### config.mk
export PLATFORM = sky130hd
export DESIGN_NAME = aes_spi_frontend
export DESIGN_NICKNAME = d
export VERILOG_FILES = /design/src/rtl/aes_pkg.sv /design/src/rtl/aes_bit_shifter.sv /design/src/rtl/aes_spi_frontend.sv
export SDC_FILE = /design/constraint.sdc
export NUM_CORES = 1
export LEC_CHECK = 0
export ABC_AREA = 1
export BUFFER_PORTS_ARGS = -buffer_cell sky130_fd_sc_hd__buf_2
export CAP_MARGIN = 30
export CORE_AREA = 2 2 269 271
export CTS_BUF_LIST = sky130_fd_sc_hd__clkbuf_8
export CTS_CLUSTER_DIAMETER = 40
export CTS_CLUSTER_SIZE = 24
export DETAILED_ROUTE_END_ITERATION = 10
export DIE_AREA = 0 0 271 273
export SYNTH_ARGS = -nofsm -noshare
export SYNTH_HDL_FRONTEND = slang
export SYNTH_SLANG_ARGS = --single-unit
### constraint.sdc
create_clock -name clk -period 24.9 [get_ports clk]
set_clock_uncertainty 0.1 [all_clocks]
set_input_delay 1.245 -clock clk [delete_from_list [all_inputs] [get_ports clk]]
set_output_delay 1.245 -clock clk [all_outputs]
set_load 0.03 [all_outputs]
### src/rtl/aes_pkg.sv
// Shared definitions for the AES SPI front end: FSM states, block width and
// the key-width legality check.
package aes_pkg;

    localparam int unsigned BLOCK_W = 128;

    typedef enum logic [2:0] {
        StIdle,
        StLoad,
        StStart,
        StWait,
        StSend,
        StDone
    } aes_state_e;

    function automatic bit key_w_legal(int unsigned n);
        return (n == 128) || (n == 192) || (n == 256);
    endfunction

endpackage

### src/rtl/aes_bit_shifter.sv
// Indexed bit register: single-bit writes at an index (serial-to-parallel),
// full parallel load, and single-bit reads at an index (parallel-to-serial).
module aes_bit_shifter #(
    parameter int unsigned Width = 128,
    parameter int unsigned IdxW  = $clog2(Width)
) (
    input  logic             clk,
    input  logic             reset,
    input  logic             wr_en,
    input  logic [IdxW-1:0]  wr_idx,
    input  logic             wr_bit,
    input  logic             ld_en,
    input  logic [Width-1:0] ld_data,
    input  logic [IdxW-1:0]  rd_idx,
    output logic             rd_bit,
    output logic [Width-1:0] data,
    output logic [Width-1:0] data_next
);

    logic [Width-1:0] data_q, data_d;

    // Parallel load wins over a bit write; callers never assert both.
    always_comb begin
        data_d = data_q;
        if (ld_en) begin
            data_d = ld_data;
        end else if (wr_en) begin
            data_d[wr_idx] = wr_bit;
        end
    end

    always_ff @(posedge clk or posedge reset) begin
        if (reset) begin
            data_q <= '0;
        end else begin
            data_q <= data_d;
        end
    end

    assign rd_bit    = data_q[rd_idx];
    assign data      = data_q;
    assign data_next = data_d;

endmodule

### src/rtl/aes_spi_frontend.sv
// Serial front end for an AES core: collects a block+key frame LSB first,
// starts the core, then streams the 128-bit result back out LSB first.
module aes_spi_frontend
    import aes_pkg::*;
#(
    parameter int unsigned N = 128
) (
    input  logic               clk,
    input  logic               reset,
    input  logic               enable,
    input  logic               cs_n,
    input  logic               mosi,
    output logic               miso,
    output logic               miso_valid,
    output logic               busy,
    output logic               frame_err,
    output logic               core_start,
    output logic [BLOCK_W-1:0] core_block,
    output logic [N-1:0]       core_key,
    input  logic               core_done,
    input  logic [BLOCK_W-1:0] core_result
);

    localparam int unsigned FrameW    = BLOCK_W + N;
    localparam int unsigned CntW      = $clog2(FrameW + 1);
    localparam int unsigned FrameIdxW = $clog2(FrameW);
    localparam int unsigned ResIdxW   = $clog2(BLOCK_W);
    localparam logic [CntW-1:0] FrameLast = CntW'(FrameW - 1);
    localparam logic [CntW-1:0] ResLast   = CntW'(BLOCK_W - 1);
    localparam logic [CntW-1:0] CntOne    = CntW'(1);
    localparam bit NLegal = key_w_legal(N);

    aes_state_e state_q, state_d;
    logic [CntW-1:0] cnt_q, cnt_d;
    logic frame_err_q, frame_err_d;
    logic [BLOCK_W-1:0] block_q;
    logic [N-1:0] key_q;

    logic frame_wr, frame_commit, result_ld;
    logic [FrameIdxW-1:0] frame_idx;
    logic [FrameW-1:0] frame_data, frame_next;
    logic frame_rd_bit;
    logic [BLOCK_W-1:0] result_data, result_next;
    logic result_bit;

    always_comb begin
        state_d      = state_q;
        cnt_d        = cnt_q;
        frame_err_d  = frame_err_q;
        frame_wr     = 1'b0;
        frame_commit = 1'b0;
        result_ld    = 1'b0;
        if (enable) begin
            unique case (state_q)
                StIdle: begin
                    if (!cs_n) begin
                        frame_wr    = 1'b1;
                        cnt_d       = CntOne;
                        frame_err_d = 1'b0;
                        state_d     = StLoad;
                    end
                end
                StLoad: begin
                    if (cs_n) begin
                        frame_err_d = 1'b1;
                        cnt_d       = '0;
                        state_d     = StIdle;
                    end else begin
                        frame_wr = 1'b1;
                        cnt_d    = cnt_q + CntOne;
                        if (cnt_q == FrameLast) begin
                            frame_commit = 1'b1;
                            state_d      = StStart;
                        end
                    end
                end
                StStart: state_d = StWait;
                StWait: begin
                    if (core_done) begin
                        result_ld = 1'b1;
                        cnt_d     = '0;
                        state_d   = StSend;
                    end
                end
                StSend: begin
                    if (!cs_n) begin
                        cnt_d = cnt_q + CntOne;
                        if (cnt_q == ResLast) begin
                            state_d = StDone;
                        end
                    end
                end
                StDone: begin
                    // Wait for the frame to close so one frame never triggers twice.
                    if (cs_n) begin
                        cnt_d   = '0;
                        state_d = StIdle;
                    end
                end
                default: state_d = StIdle;
            endcase
        end
    end

    always_ff @(posedge clk or posedge reset) begin
        if (reset) begin
            state_q     <= StIdle;
            cnt_q       <= '0;
            frame_err_q <= 1'b0;
        end else begin
            state_q     <= state_d;
            cnt_q       <= cnt_d;
            frame_err_q <= frame_err_d;
        end
    end

    // Core operands are taken from the frame including the bit captured this cycle.
    always_ff @(posedge clk or posedge reset) begin
        if (reset) begin
            block_q <= '0;
            key_q   <= '0;
        end else if (frame_commit) begin
            block_q <= frame_next[BLOCK_W-1:0];
            key_q   <= frame_next[FrameW-1:BLOCK_W];
        end
    end

    assign frame_idx = (state_q == StIdle) ? '0 : cnt_q[FrameIdxW-1:0];

    aes_bit_shifter #(
        .Width (FrameW),
        .IdxW  (FrameIdxW)
    ) u_frame (
        .clk       (clk),
        .reset     (reset),
        .wr_en     (frame_wr),
        .wr_idx    (frame_idx),
        .wr_bit    (mosi),
        .ld_en     (1'b0),
        .ld_data   ('0),
        .rd_idx    ('0),
        .rd_bit    (frame_rd_bit),
        .data      (frame_data),
        .data_next (frame_next)
    );

    aes_bit_shifter #(
        .Width (BLOCK_W),
        .IdxW  (ResIdxW)
    ) u_result (
        .clk       (clk),
        .reset     (reset),
        .wr_en     (1'b0),
        .wr_idx    ('0),
        .wr_bit    (1'b0),
        .ld_en     (result_ld),
        .ld_data   (core_result),
        .rd_idx    (cnt_q[ResIdxW-1:0]),
        .rd_bit    (result_bit),
        .data      (result_data),
        .data_next (result_next)
    );

    logic unused_sink;
    assign unused_sink = ^{frame_data, frame_rd_bit, result_data, result_next};

    assign miso       = (state_q == StSend) ? result_bit : 1'b0;
    assign miso_valid = (state_q == StSend);
    assign busy       = (state_q != StIdle);
    assign frame_err  = frame_err_q;
    assign core_start = enable && (state_q == StStart);
    assign core_block = block_q;
    assign core_key   = key_q;

    assert property (@(posedge clk) NLegal);

endmodule

==> results.yml, run 1 <==
clock_network:
  clockBufferDepth: 3
  clk_pin_slew_ns: 0.07
  h-tree-depth: 3
  cts-hold-fix-buffers: 0
  clk_latency_ns: 0.71
  cts_made_buffers: 100
  ctsResizeCount: 0
  post-cts-setup-buffer-count: 0
  cts-root-buf: "clkbuf_8"
  clock_sinks: 653
  cts_tree: "yes"
critical_path:
  setup.worst_path.end_class: "primary output"
  cp_common_cell: "nand3_1"
  arrival_ns: 3.76
  crit_path_top_delay_cell: "buf_4"
  crit_path_start_kind: "flop"
  crit_fanout: 86
  required_ns: 23.55
  crit_path_cell_trace: "buf_4, inv_1, buf_4, nand2_1, nand3_1, nand3_1, nand3_1, nand3_1, nand3_1, nand3_1, nand2_1, nor2_1, buf_2"
  path_class: "reg -> out"
  reg2regPathDepth: 14
  max_stage_delay_ns: 0.65
timing:
  holdWs_ns: 0.323
  hold_violations: 0
  rsz0062_at_grt: "no"
  period_minus_slack_ns: 5.10
  setup_viol: 0
  drv_slew: 0
  fmax_ghz: 0.196
  maxSlewHeadroom_pct: 31.8
  worst_pin_slew_ns: 1.02
  setup_tns_ns: 0
  period_share_pct: 20.5
  postLayoutSetupSlackWorst_ns: 19.80
final_layout:
  drive_above_1_share_pct: 19.8
  area_delta_synth_final_pct: 17.8
  fin_nets: 3749
  n_fill_cell: 6976
  ff_latch_area_sq_um: 16300
  multiInputGateArea_sq_um: 8720
power_and_ir_drop:
  max-vdd-ir-drop_uv: 58.7
  power.density_nw_per_um2: 84.1
  p_leak_nw: 16.7
synth:
  synth_common_cells: "nand2_1 (887), dfrtp_1 (653), inv_1 (549)"
  synthArstFlopShare_pct: 100
  synth_area_leaders: "dfrtp_1 (58%), nand2_1 (12%), inv_1 (7.3%)"
  syn_area_sq_um: 28100
  ys_ff_latch: 653
  syn_nets: 3389
  synth_edf_count: 0
  synth_area_leader_cell: "dfrtp_1"
  synthCells: 3253
  synth_seq_area_share_pct: 58.1
  synth_most_common_cell: "nand2_1"
  synth_flop_cell: "dfrtp_1"
  yosys_warnings: 0
  synth_top_area_share_pct: 58.1
  avgSynthCellArea_sq_um: 8.64
  synth_cell_types: 35
outcome:
  status: "complete, no violations"
global_routing:
  grt_max_degree: 196
  track_usage_pct: 21.3
  grt_pass1_vias: 21200
  grt_overflow_total: 0
  antenna_found_initial: 4
  grt_first_pass_wirelength_mm: 122
detailed_routing:
  routed_via_density: 4.67
  routed.top_layer: "met5"
  wire_per_inst_um: 17.0
  met3WireLength_mm: 3.89
  vias: 21700
  totalWireLength_mm: 79.0
  drtIter0Drc: 1658
  dr_wl_met2_mm: 36.7
  firstDrtPassIters: 5
  drc: 0
  antenna_left: 0
  wl_met1_mm: 35.9
floorplan:
  pin_count: 395
  fp.dieH_um: 273
  rows: 98
  core-area_sq_um: 71000
  start_util_pct: 39.6
  die_x_um: 271
  die_area_sq_um: 74000
placement:
  io_buffer_count: 394
  pre_cts_slack_ns: 19.92
  post-dp-hpwl_mm: 50.3
  gp_congestion: 0.778
hold_path:
  hold_path_class: "in -> async"
job:
  drv_cap: 0
## sequential cells by signal, summed over array words and instances (netlist names)
register / flops
cnt_q: 9
core_block: 128
core_key: 128
frame_err: 1
state_q: 3
u_frame.data: 256
u_result.data: 128
## metrics by stage
stage	area, sq um	total power [mW]	std cells	utilization (%)
after global routing	33100	2.94	4649	46.7
final	33100	2.79	4649	46.7
after floorplan	28100	1.65	3253	-
after CTS	33000	2.82	4645	46.5
after detailed placement	30700	1.80	4458	43.3
after global placement	30600	1.79	4451	43.1
## where the power goes
group          internal (mW)  leakage (nW)  switching, mW
Sequential              1.19          7.34         0.0705
Combinational          0.180          8.21          0.331
Clock                  0.539          1.17          0.473
Total                   1.91          16.7          0.874
## path summary, 6_finish.rpt
check                                  start               to  slack, ns
worst max register to register      cnt_q[1]  core_block[106]      20.60
worst min-delay path                   reset     core_key[25]       0.32
max in group asynchronous              reset     core_key[88]      21.41
worst min register to register  core_key[17]     core_key[17]       0.38
worst max-delay path                cnt_q[0]             miso      19.80
min in group clk                core_key[17]     core_key[17]       0.38
## cells by family (layout without fill, tap and decap cells)
kind of cell,count (synthesis),in the layout,synth area share [%]
AND/OR/NAND/NOR,1165,1165,16.8
buffers and inverters,736,1181,10.9
flip-flops,653,653,58.1
AO/OA/AOI/OAI,636,636,11.6
multiplexers,61,61,2.44
adder cells (fa/ha/maj),2,2,0.0890
other,0,1,0
## area by class of cell
cell class                 instances  area share, %
antenna                            1        0.00755
clock buffer                     109           4.53
clock inverter                    78           2.43
inverter                         565           6.45
multi-input combinational       1864           26.3
sequential                       653           49.3
tap                              950           3.59
timing repair buffer             429           7.33
## cell usage in the layout (no fill, tap or decap), types with 3 or more instances in the layout
cell / instances
nand3_1: 94
inv_8: 3
nor2_1: 132
a21oi_1: 106
o21ai_1: 269
clkinv_1: 4
a31oi_1: 27
inv_2: 11
buf_2: 393
nand2_2: 5
or2_2: 10
clkinv_4: 10
nand2_1: 887
bufinv_16: 11
buf_16: 6
buf_8: 4
clkbuf_8: 109
clkinv_2: 20
dfrtp_1: 652
nor2_4: 6
mux2_2: 61
buf_4: 22
clkinvlp_4: 17
inv_1: 556
nor3_4: 6
o211ai_1: 13
inv_6: 8
buf_12: 3
o21ai_0: 216
nor2_2: 14
nand3_2: 4
## worst max-delay path: cells and delay by family (launching register included)
family / cells / cell delay [ns]
buffers and inverters: 4 / 1.81
and+or+nand+nor: 9 / 0.82
DFF: 1 / 0.36
## per-layer routing
| layer | track usage [%] | vias up |
|---|---|---|
| met5 | 0 | - |
| met4 | 8.07 | 4 |
| met3 | 3.42 | 126 |
| met2 | 34.2 | 517 |
| met1 | 29.3 | 10300 |
| li1 | - | 10800 |
No activity file was read; power rests on OpenSTA's default activity.
==> inputs of run 2 (changes only) <==
- ABC_AREA: 1 -> 0
- CORE_AREA: 2 2 269 271 -> 2 2 262 264
- DIE_AREA: 0 0 271 273 -> 0 0 264 266
- clock period: 24.9 -> 4.3 ns (I/O delays scaled with it)
==> run 2 against run 1 <==
- worst setup slack lost 19 ns
- highest routed layer unchanged
- total power grew to 4.9 times the previous value
- sequential power grew to 5.0 times the previous value
- hold slack lost 0.23 ns
- largest power group is now the clock network
- synthesized area shrank 4.9%
- register-to-register slack lost 20 ns
- sequential cell count is the same
- global-route usage shrank 0.37 points
- clock power grew to 6.4 times the previous value
- cell count shrank 26%
==> results.yml, run 2 <==
outcome:
  status: "complete, no violations"
floorplan:
  fp.dieH_um: 266
  start_util_pct: 39.5
  core-area_sq_um: 67700
  die_area_sq_um: 70200
  rows: 96
  die_x_um: 264
  pin_count: 395
critical_path:
  max_stage_delay_ns: 0.73
  required_ns: 3.98
  crit_path_start_kind: "flop"
  setup.worst_path.end_class: "primary output"
  path_class: "reg -> out"
  crit_path_cell_trace: "buf_4, mux4_2, a22oi_1, a21oi_1, o41ai_1, a211oi_1, buf_2"
  path_buf_inv: 2
  critPathTopFamily: "compound AO/OA/AOI/OAI gates"
  crit_fanout: 23
  crit_path_top_delay_cell: "dfrtp_2"
  arrival_ns: 3.60
detailed_routing:
  antenna_left: 0
  firstDrtPassIters: 5
  vias: 17300
  routed_via_density: 5.05
  drc: 0
  totalWireLength_mm: 73.6
  wire_per_inst_um: 21.5
  drtIter0Drc: 1024
global_routing:
  track_usage_pct: 21.0
  grt_pass1_vias: 18600
  antenna_found_initial: 2
  grt_first_pass_wirelength_mm: 112
  grt_max_degree: 154
  grt_overflow_total: 0
final_layout:
  largest_reg_flops: 256
  fin_nets: 2577
  final_cell_mix: "dfrtp_1 (651), mux2_2 (634), buf_2 (393)"
  final_core_util_pct: 49.9
  mostFrequentLayoutCell: "dfrtp_1"
  multiInputGateArea_sq_um: 9890
  area_delta_synth_final_pct: 26.3
  n_fill_cell: 5912
  ff_latch_area_sq_um: 16300
  drive_above_1_share_pct: 51.4
timing:
  rsz0062_at_grt: "no"
  hold_violations: 0
  fmax_ghz: 0.255
  period_share_pct: 91.2
  maxSlewHeadroom_pct: 28.1
  drv_slew: 0
  setup_tns_ns: 0
  worst_pin_slew_ns: 1.08
  setup_viol: 0
  period_minus_slack_ns: 3.92
synth:
  synth_top_area_share_pct: 61.1
  syn_nets: 2024
  ys_ff_latch: 653
  synth_area_leader_cell: "dfrtp_1"
  synth_most_common_cell: "dfrtp_1"
  synth_cell_types: 41
  synth_common_cells: "dfrtp_1 (653), mux2_2 (634), nor2_1 (273)"
  synth_flop_cell: "dfrtp_1"
  avgSynthCellArea_sq_um: 14.2
  yosys_warnings: 0
  synth_seq_area_share_pct: 61.1
  synth_edf_count: 0
  synthArstFlopShare_pct: 100
  synthCells: 1888
  syn_area_sq_um: 26700
  synth_area_leaders: "dfrtp_1 (61%), mux2_2 (27%), nor2_1 (3.8%)"
clock_network:
  clk_latency_ns: 0.71
  h-tree-depth: 3
  clock_sinks: 653
  cts_tree: "yes"
  cts-root-buf: "clkbuf_8"
  clk_pin_slew_ns: 0.07
  clockBufferDepth: 3
  cts_made_buffers: 107
power_and_ir_drop:
  combPwrFrac_pct: 7.1
  power.density_nw_per_um2: 405
  p_seq_share_pct: 45.8
  p_int_mw: 10.2
  p_switching_mw: 3.50
  clockPowerShare_pct: 47.1
  p_leak_nw: 17.5
  switching_share_pct: 25.6
  power_mw: 13.7
  max-vdd-ir-drop_uv: 237
placement:
  gp_congestion: 0.780
  post-dp-hpwl_mm: 47.4
  io_buffer_count: 394
hold_path:
  hold_path_class: "in -> async"
job:
  drv_cap: 0
==> run 2: cell count changes in the layout (fill, tap and decap cells not counted), sizes merged, moves of 9 or more <==
cell         delta
nor2b           +9
inv           -538
mux4           +30
o211ai         -13
nand2         -852
mux2          +580
o21ai         -472
clkinv         -11
dlygate4sd3   +135
a21oi          -90
nand3          -86
nor2          +121
a31oi          -25
==> run 2: power groups by stage <==
stage | Clock, mW | Sequential, mW | Combinational [mW]
2_1_floorplan | 0 | 6.34 | 0.570
3_3_place_gp | 0 | 6.38 | 0.850
3_5_place_dp | 0 | 6.38 | 0.868
4_1_cts | 6.62 | 6.27 | 0.981
5_1_grt | 6.91 | 6.28 | 1.05
6_report | 6.44 | 6.27 | 0.965
==> run 2: stage by stage <==
step,setup WS (ns),hold slack [ns],cell area [sq um],instances
6_report,0.380,0.0972,33800,3419
5_1_grt,0.00440,0.146,33800,3419
4_1_cts,0.217,0.0410,33800,3417
3_5_place_dp,0.923,0.273,29800,3079
3_3_place_gp,0.958,0.261,29800,3077
2_1_floorplan,-4.94,0.267,26800,1888
==> run 2: layout make-up <==
| type | count | area share, % |
|---|---|---|
| multi-input combinational | 1100 | 29.3 |
| clock inverter | 86 | 2.92 |
| sequential | 653 | 48.4 |
| inverter | 9 | 0.111 |
| clock buffer | 117 | 4.77 |
| tap | 882 | 3.27 |
| antenna | 2 | 0.0148 |
| timing repair buffer | 570 | 11.3 |
==> run 2: logic make-up after synthesis <==
logic type | synth area share, %
buffers and inverters | 2.05
and+or+nand+nor | 5.73
adders and majority gates | 0.0935
DFF | 61.1
AOI/OAI and AO/OA | 1.30
muxes | 29.7
==> run 2: final timing paths <==
check                      slack [ns]             start  cells after the start            endpoint
hold reg to reg                  0.39   core_block[110]                      1     core_block[110]
max in group asynchronous        2.82             reset                      5        core_key[64]
setup / recovery                 0.38          cnt_q[0]                      7                miso
hold / removal                    0.1             reset                      3   u_result.data[99]
min in group clk                 0.18  core_result[127]                      3  u_result.data[127]
setup reg to reg                 0.88        state_q[1]                      6      core_block[60]
==> run 2: timing repair <==
item / 4_1_cts / 5_1_grt
resized for setup: 0 / 0
endpoints found under the setup margin: 0 / 0
setup buffers: 0 / 0
hold endpoints to repair: 256 / 0
hold buffers: 135 / 0
==> run 2: routing by layer <==
metal | global-route usage (%) | vias up | part of all wire, %
met3 | 4.83 | 153 | 5.4
met4 | 8.37 | 2 | 3.4
met2 | 34.0 | 439 | 48
li1 | - | 7704 | -
met5 | 0 | - | 0.016
met1 | 27.3 | 8964 | 43
==> run 2: tightest hold or removal path, cell delays in order <==
cell and delay, ns:
dlygate4sd3_1 0.53, buf_2 0.13, clkinvlp_4 0.48
